File: config.mk
export PLATFORM = sky130hd
export DESIGN_NAME = usb_proto_ctrl
export DESIGN_NICKNAME = d
export VERILOG_FILES = /design/src/rtl/usb_proto_ctrl.sv
export SDC_FILE = /design/constraint.sdc
export NUM_CORES = 1
export LEC_CHECK = 0
export BUFFER_PORTS_ARGS = -buffer_cell sky130_fd_sc_hd__buf_2
export CORE_MARGIN = 8
export CORE_UTILIZATION = 50
export CTS_BUF_LIST = sky130_fd_sc_hd__clkbuf_16
export CTS_CLUSTER_SIZE = 24
export DETAILED_ROUTE_END_ITERATION = 8
export HOLD_SLACK_MARGIN = 0.08
export PLACE_DENSITY = 0.81
export SKIP_CTS_REPAIR_TIMING = 1
export SYNTH_ARGS = -nofsm -noshare
export SYNTH_HDL_FRONTEND = slang
export SYNTH_SLANG_ARGS = --single-unit
File: constraint.sdc
create_clock -name clk -period 2.6 [get_ports clk]
set_clock_uncertainty 0.2 [all_clocks]
set_input_delay 0.78 -clock clk [delete_from_list [all_inputs] [get_ports clk]]
set_output_delay 0.78 -clock clk [all_outputs]
set_load 0.02 [all_outputs]
File: src/rtl/usb_proto_ctrl.sv
`default_nettype none
// ============================================================================
// Module   : usb_proto_ctrl
// Brief    : USB 1.1 device transaction sequencer: token decode, reply select,
//            data_buffer clear and bus-turnaround timeout.
//            Optional macro: USB_CTRL_DATA_TOGGLE_EN (DATA0/DATA1 tracking).
// Revision : 1.0  initial release
// ============================================================================
module usb_proto_ctrl #(
   parameter int RESP_TIMEOUT = 200,
   parameter int MAX_PKT      = 64
) (
   input  logic       clk,
   input  logic       n_rst,
   input  logic [2:0] rx_packet,
   input  logic       rx_data_ready,
   input  logic       rx_error,
   input  logic       rx_transfer_active,
   input  logic [6:0] buffer_occupancy,
   input  logic       host_tx_ready,
   input  logic       host_stall,
   input  logic       tx_done,
   output logic [2:0] tx_packet,
   output logic       clear,
   output logic       rx_done,
   output logic       tx_ack,
   output logic       xfer_err,
   output logic       busy
);
   localparam logic [1:0] c_st_idle      = 2'd0;
   localparam logic [1:0] c_st_wait_data = 2'd1;
   localparam logic [1:0] c_st_send_resp = 2'd2;
   localparam logic [1:0] c_st_wait_ack  = 2'd3;

   localparam logic [2:0] c_rx_out   = 3'd1;
   localparam logic [2:0] c_rx_in    = 3'd2;
   localparam logic [2:0] c_rx_data0 = 3'd3;
   localparam logic [2:0] c_rx_ack   = 3'd4;
   localparam logic [2:0] c_rx_data1 = 3'd7;

   localparam logic [2:0] c_tx_none  = 3'd0;
   localparam logic [2:0] c_tx_data0 = 3'd1;
   localparam logic [2:0] c_tx_ack   = 3'd2;
   localparam logic [2:0] c_tx_nak   = 3'd3;
   localparam logic [2:0] c_tx_stall = 3'd4;
   localparam logic [2:0] c_tx_data1 = 3'd5;

   localparam logic [7:0] c_timeout = 8'(RESP_TIMEOUT);
   localparam logic [6:0] c_max_pkt = 7'(MAX_PKT);

   logic [1:0] r_state, w_state_nxt;
   logic [7:0] r_cnt, w_cnt_nxt, w_cnt_inc;
   logic [2:0] r_tx_packet, w_tx_packet_nxt;
   logic       r_clear, w_clear_nxt;
   logic       r_rx_done, w_rx_done_nxt;
   logic       r_tx_ack, w_tx_ack_nxt;
   logic       r_xfer_err, w_xfer_err_nxt;
   logic       r_busy;
   logic       r_from_out, w_from_out_nxt;

   logic       w_tok_valid, w_is_data, w_overflow, w_timeout, w_tx_is_data;
   logic       w_out_accept, w_ack_done, w_in_acked, w_tog_bad;
   logic [2:0] w_in_data_code;

   assign w_tok_valid  = rx_data_ready && !rx_error;
   assign w_is_data    = (rx_packet == c_rx_data0) || (rx_packet == c_rx_data1);
   assign w_overflow   = buffer_occupancy > c_max_pkt;
   assign w_cnt_inc    = rx_transfer_active ? r_cnt : r_cnt + 8'd1;
   // Fires on the cycle the idle-bus count would reach RESP_TIMEOUT.
   assign w_timeout    = !rx_transfer_active && (r_cnt == c_timeout - 8'd1);
   assign w_tx_is_data = (r_tx_packet == c_tx_data0) || (r_tx_packet == c_tx_data1);

   assign w_out_accept = (r_state == c_st_wait_data) && w_tok_valid && w_is_data && !w_overflow;
   assign w_ack_done   = (r_state == c_st_send_resp) && tx_done && (r_tx_packet == c_tx_ack);
   assign w_in_acked   = (r_state == c_st_wait_ack) && w_tok_valid && (rx_packet == c_rx_ack);

`ifdef USB_CTRL_DATA_TOGGLE_EN
   logic r_in_tog, r_out_tog, r_tog_bad;

   always_ff @(posedge clk or negedge n_rst) begin
      if (!n_rst) begin
         r_in_tog  <= 1'b0;
         r_out_tog <= 1'b0;
         r_tog_bad <= 1'b0;
      end else begin
         if (w_in_acked)
            r_in_tog <= ~r_in_tog;
         if (w_out_accept)
            r_tog_bad <= (rx_packet == c_rx_data1) != r_out_tog;
         // A repeated (mismatched) packet is ACKed but must not advance the sequence.
         if (w_ack_done && !r_tog_bad)
            r_out_tog <= ~r_out_tog;
      end
   end

   assign w_in_data_code = r_in_tog ? c_tx_data1 : c_tx_data0;
   assign w_tog_bad      = r_tog_bad;
`else
   assign w_in_data_code = c_tx_data0;
   assign w_tog_bad      = 1'b0;
`endif

   always_ff @(posedge clk or negedge n_rst) begin
      if (!n_rst) begin
         r_state     <= c_st_idle;
         r_cnt       <= 8'd0;
         r_tx_packet <= c_tx_none;
         r_clear     <= 1'b0;
         r_rx_done   <= 1'b0;
         r_tx_ack    <= 1'b0;
         r_xfer_err  <= 1'b0;
         r_busy      <= 1'b0;
         r_from_out  <= 1'b0;
      end else begin
         r_state     <= w_state_nxt;
         r_cnt       <= w_cnt_nxt;
         r_tx_packet <= w_tx_packet_nxt;
         r_clear     <= w_clear_nxt;
         r_rx_done   <= w_rx_done_nxt;
         r_tx_ack    <= w_tx_ack_nxt;
         r_xfer_err  <= w_xfer_err_nxt;
         r_busy      <= (w_state_nxt != c_st_idle);
         r_from_out  <= w_from_out_nxt;
      end
   end

   always_comb begin
      w_state_nxt = r_state;
      case (r_state)
         c_st_idle: begin
            if (w_tok_valid && (rx_packet == c_rx_out))
               w_state_nxt = c_st_wait_data;
            else if (w_tok_valid && (rx_packet == c_rx_in))
               w_state_nxt = c_st_send_resp;
         end
         c_st_wait_data: begin
            if (rx_error)
               w_state_nxt = c_st_idle;
            else if (rx_data_ready && w_is_data)
               w_state_nxt = w_overflow ? c_st_idle : c_st_send_resp;
            else if (w_timeout)
               w_state_nxt = c_st_idle;
         end
         c_st_send_resp: begin
            if (tx_done)
               w_state_nxt = w_tx_is_data ? c_st_wait_ack : c_st_idle;
         end
         c_st_wait_ack: begin
            if (rx_error || rx_data_ready || w_timeout)
               w_state_nxt = c_st_idle;
         end
         default: w_state_nxt = c_st_idle;
      endcase
   end

   always_comb begin
      w_tx_packet_nxt = r_tx_packet;
      w_clear_nxt     = 1'b0;
      w_rx_done_nxt   = 1'b0;
      w_tx_ack_nxt    = 1'b0;
      w_xfer_err_nxt  = r_xfer_err;
      w_from_out_nxt  = r_from_out;
      w_cnt_nxt       = r_cnt;
      case (r_state)
         c_st_idle: begin
            if (rx_error) begin
               w_xfer_err_nxt = 1'b1;
            end else if (rx_data_ready && (rx_packet == c_rx_out)) begin
               w_cnt_nxt      = 8'd0;
               w_xfer_err_nxt = 1'b0;
               w_from_out_nxt = 1'b1;
            end else if (rx_data_ready && (rx_packet == c_rx_in)) begin
               w_xfer_err_nxt = 1'b0;
               w_from_out_nxt = 1'b0;
               if (host_stall)
                  w_tx_packet_nxt = c_tx_stall;
               else if (host_tx_ready)
                  w_tx_packet_nxt = w_in_data_code;
               else
                  w_tx_packet_nxt = c_tx_nak;
            end
         end
         c_st_wait_data: begin
            w_cnt_nxt = w_cnt_inc;
            if (rx_error || (!(rx_data_ready && w_is_data) && w_timeout)) begin
               w_clear_nxt    = 1'b1;
               w_xfer_err_nxt = 1'b1;
            end else if (rx_data_ready && w_is_data) begin
               if (w_overflow) begin
                  w_clear_nxt    = 1'b1;
                  w_xfer_err_nxt = 1'b1;
               end else begin
                  w_tx_packet_nxt = host_stall ? c_tx_stall : c_tx_ack;
               end
            end
         end
         c_st_send_resp: begin
            if (tx_done) begin
               w_tx_packet_nxt = c_tx_none;
               if (r_tx_packet == c_tx_ack) begin
                  w_rx_done_nxt = !w_tog_bad;
                  w_clear_nxt   = w_tog_bad;
               end else if (w_tx_is_data) begin
                  w_cnt_nxt = 8'd0;
               end else if ((r_tx_packet == c_tx_stall) && r_from_out) begin
                  w_clear_nxt = 1'b1;
               end
            end
         end
         c_st_wait_ack: begin
            w_cnt_nxt = w_cnt_inc;
            // On failure the buffer is kept so the host can retry the IN.
            if (w_in_acked) begin
               w_tx_ack_nxt = 1'b1;
               w_clear_nxt  = 1'b1;
            end else if (rx_error || rx_data_ready || w_timeout) begin
               w_xfer_err_nxt = 1'b1;
            end
         end
         default: ;
      endcase
   end

   assign tx_packet = r_tx_packet;
   assign clear     = r_clear;
   assign rx_done   = r_rx_done;
   assign tx_ack    = r_tx_ack;
   assign xfer_err  = r_xfer_err;
   assign busy      = r_busy;

endmodule
`default_nettype wire

==> metrics.md <==
| Metric | Value |
|---|---|
| Final Util | a little over three fifths |
| Critical Path Start | buffer_occupancy[0] |
| DRT Pass-1 Iters | 4 |
| Top-area cell type share of the netlist area | a little under two fifths |
| Total Routing Usage GR | between 10% and 20% |
| GRT overflow | 0 |
| DRT Wirelength | 3400 um |
| Share of flip-flops with an asynchronous set or reset | 100% |
| Fin nets | 198 |
| Cts bufs inserted | 3 |
| Area grow syn2layout | 22.1% |
| Clock Latency Late Sink | 0.25 ns |
| First-pass GRT wire length | 5720 um |
| CP endpoint | tx_packet[1] |
| Core ar. | approximately 2500 um2 |
| Reg2reg start | r_state[0] |
| First DRT Iteration DRCs | 122 |
| M1 GR Usage | around 18% |
| CP max FO | 3 |
| Critical path data required time | ~2.5 ns |
| Synth Area in XOR/XNOR | 0.689% |
| Clk buf depth | 2 |
| Initial antenna violation count | 0 |
| RR Endpoint | tx_packet[1] |
| Nature of the critical path endpoint | flip-flop |
| Period minus WS final | roughly 2.5 ns |
| CTS tree | yes |
| GP Congestion | 0.877 |
| Clock transition at path regs | 0.05 ns |
| Final count of pins violating max slew | 0 |
| Seq/Total Area, Yosys | 37.4% |
| Top post-synthesis cells by area | dfrtp_1, o21ai_0, ha_1, a21oi_1, nor2_1 |
| Antenna-violating nets left | 0 |
| Via density | 6.18 |
| Worst Setup Slack post-DPL | -0.127 ns |
| Fmax | 407 MHz |
| Placed Cells incl. Taps | 200 |
| Slew Limit Headroom | 63.1% |
| Post-synthesis compound-gate area fraction | 25.0% |
| Mapped Area | 1270 um2 |
| Post-synthesis simple-gate area fraction | 25.4% |
| # DRC | 0 |
| Syn nets | 164 |
| Vias | 1261 |
| Row count | 18 |
| Chip height | 66.4 um |
| Most frequent cell after synthesis | dfrtp_1 |
| Multiplexer share of the synthesized area | 2.66% |
| #FFs+latches synth | 19 |
| Met2 GRT Util | between 20% and 30% |
| Sink Count | 19 |
| Num ports | 26 |
| I/O Buffers | 25 |
| Setup violators final | 0 |
| Starting Density | 51.8% |
| Share of cells above drive strength 1 | 24.1% |
| Pin count of the biggest net entering global routing | 20 |
| Dominant cell type by area after synthesis | dfrtp_1 |
| Die area | 4410 um2 |
| Synth Area in Adders | 4.92% |
| Synth Warn # | 0 |
| Max cap viols | 0 |
| CP Data Arrival Time | 2.39 ns |
| H-Tree Depth | 1 |
| Most frequent cells after synthesis | dfrtp_1, nor2_1, o21ai_0 |
| Startpoint Class | primary input |
| Setup ws final | 0.141 ns |
| PD cells | approximately 800 nW/um2 |
| Main combinational cell family by area after synthesis | simple AND/OR/NAND/NOR gates |
| Vias in the first global route | 1293 |
| RSZ-0062 raised after global routing | no |
| Root buffer cell | clkbuf_16 |
| Syn_area_per_cell | around 9 um2 |
| LEAKAGE | 0.000701 uW |
| Flop2flop setup slack | 0.31 ns |
| Met3 GRT Util | 5.76% |
| Die X | 66.4 um |
| Critical path type | in2reg |
| Detailed Place HPWL | between 2000 and 3000 um |
| Final Hold Fails | 0 |
| Post-synth EDFFs | 0 |
| Hold WS | 0.263 ns |
| Period utilisation layout | a little over nine tenths |
| Primary FF master, synth | dfrtp_1 |
| Run status | finished clean |
| Sum Neg Setup Slack | 0 ns |
| Global route hottest layer | met2 |
| VDD IR-drop max | 0.785 mV |
| Cells after Synth | 141 |
| Worst R2R Path Depth | 6 |
| ANT cells | 0 |
| Wire per inst | about 17 um |
| Count of cell types in the netlist | 43 |
| Worst Tran Pin Value | 0.547 ns |
| Layout Cells excl Fill | 204 |
| Hold crit path type | in2async |
## layer usage
| layer | wire (um) | up-vias |
|---|---|---|
| li1 | - | 598 |
| met1 | 1400 | 612 |
| met2 | 1730 | 45 |
| met3 | 220 | 6 |
| met4 | 46 | 0 |
| met5 | 0 | - |
## flip-flops by register name, summed over array words and instances, names as in the netlist
signal	cells
busy	1
clear	1
r_cnt	8
r_from_out	1
r_state	2
rx_done	1
tx_ack	1
tx_packet	3
xfer_err	1
## through the flow
step                      instance area, um2  power (uW)
after detailed placement                1470         934
after global placement                  1470         908
after floorplan                         1270         760
after global routing                    1550        1330
after CTS                               1550        1250
final                                   1550        1250
## cells in the final DEF (no fill, tap or decap), drive strengths merged
master,netlist,layout
o21a,2,2
and3b,1,1
o41ai,2,2
o2bb2ai,1,1
xor2,1,1
or3,1,1
o32ai,1,1
nand2,7,7
clkbuf,3,3
nor2,13,13
nor2b,4,4
a21oi,10,10
or4bb,2,2
a22oi,1,1
or4,1,1
o21ai,13,13
buf,2,34
o21bai,1,1
nand4b,1,1
ha,5,5
o31ai,6,6
mux2,3,3
nor3,2,2
and3,2,2
a22o,1,1
nor4b,3,3
nand3b,2,2
a21boi,1,1
nand2b,3,3
nand3,9,9
inv,6,7
dfrtp,19,19
a221o,2,2
a21o,1,1
or2,1,1
a31oi,5,5
nor4bb,2,2
a31o,1,1
## layout make-up
cell class | count | area (um2)
repair buffers | 34 | 193
clock buffers | 3 | 75.1
inverters | 6 | 22.5
clock inverters | 1 | 3.75
multi-input cells | 111 | 746
well taps | 30 | 37.5
fillers | 203 | 902
flip-flops and latches | 19 | 475
## worst min path at each step
stage,from,to,slack [ns],cells past startpoint
2_1_floorplan,r_cnt[7],r_cnt[7],0.25,1
3_3_place_gp,r_cnt[7],r_cnt[7],0.28,1
4_1_cts,n_rst,r_cnt[5],0.27,1
5_1_grt,n_rst,r_cnt[5],0.29,1
6_report,n_rst,r_cnt[4],0.26,1
3_5_place_dp,tx_packet[0],rx_done,0.29,1
## critical path, stage by stage
cell and delay, ns:
buf_2 0.09, or4_1 0.51, o31ai_1 0.28, nand2_1 0.09
a21oi_1 0.29, mux2_1 0.35
## kinds of logic after synthesis
group	Yosys count
AO/OA/AOI/OAI	48
flip-flops	19
multiplexers	3
XOR/XNOR	1
adder cells (fa/ha/maj)	5
AND/OR/NAND/NOR	54
buffers and inverters	11
## where the power goes
| part | internal, uW | switching [uW] | total, uW |
|---|---|---|---|
| registers | 357 | 63.4 | 421 |
| clock network | 205 | 110 | 315 |
| logic | 218 | 296 | 514 |
| total | 780 | 469 | 1250 |
(Power assumes the default switching activity.)
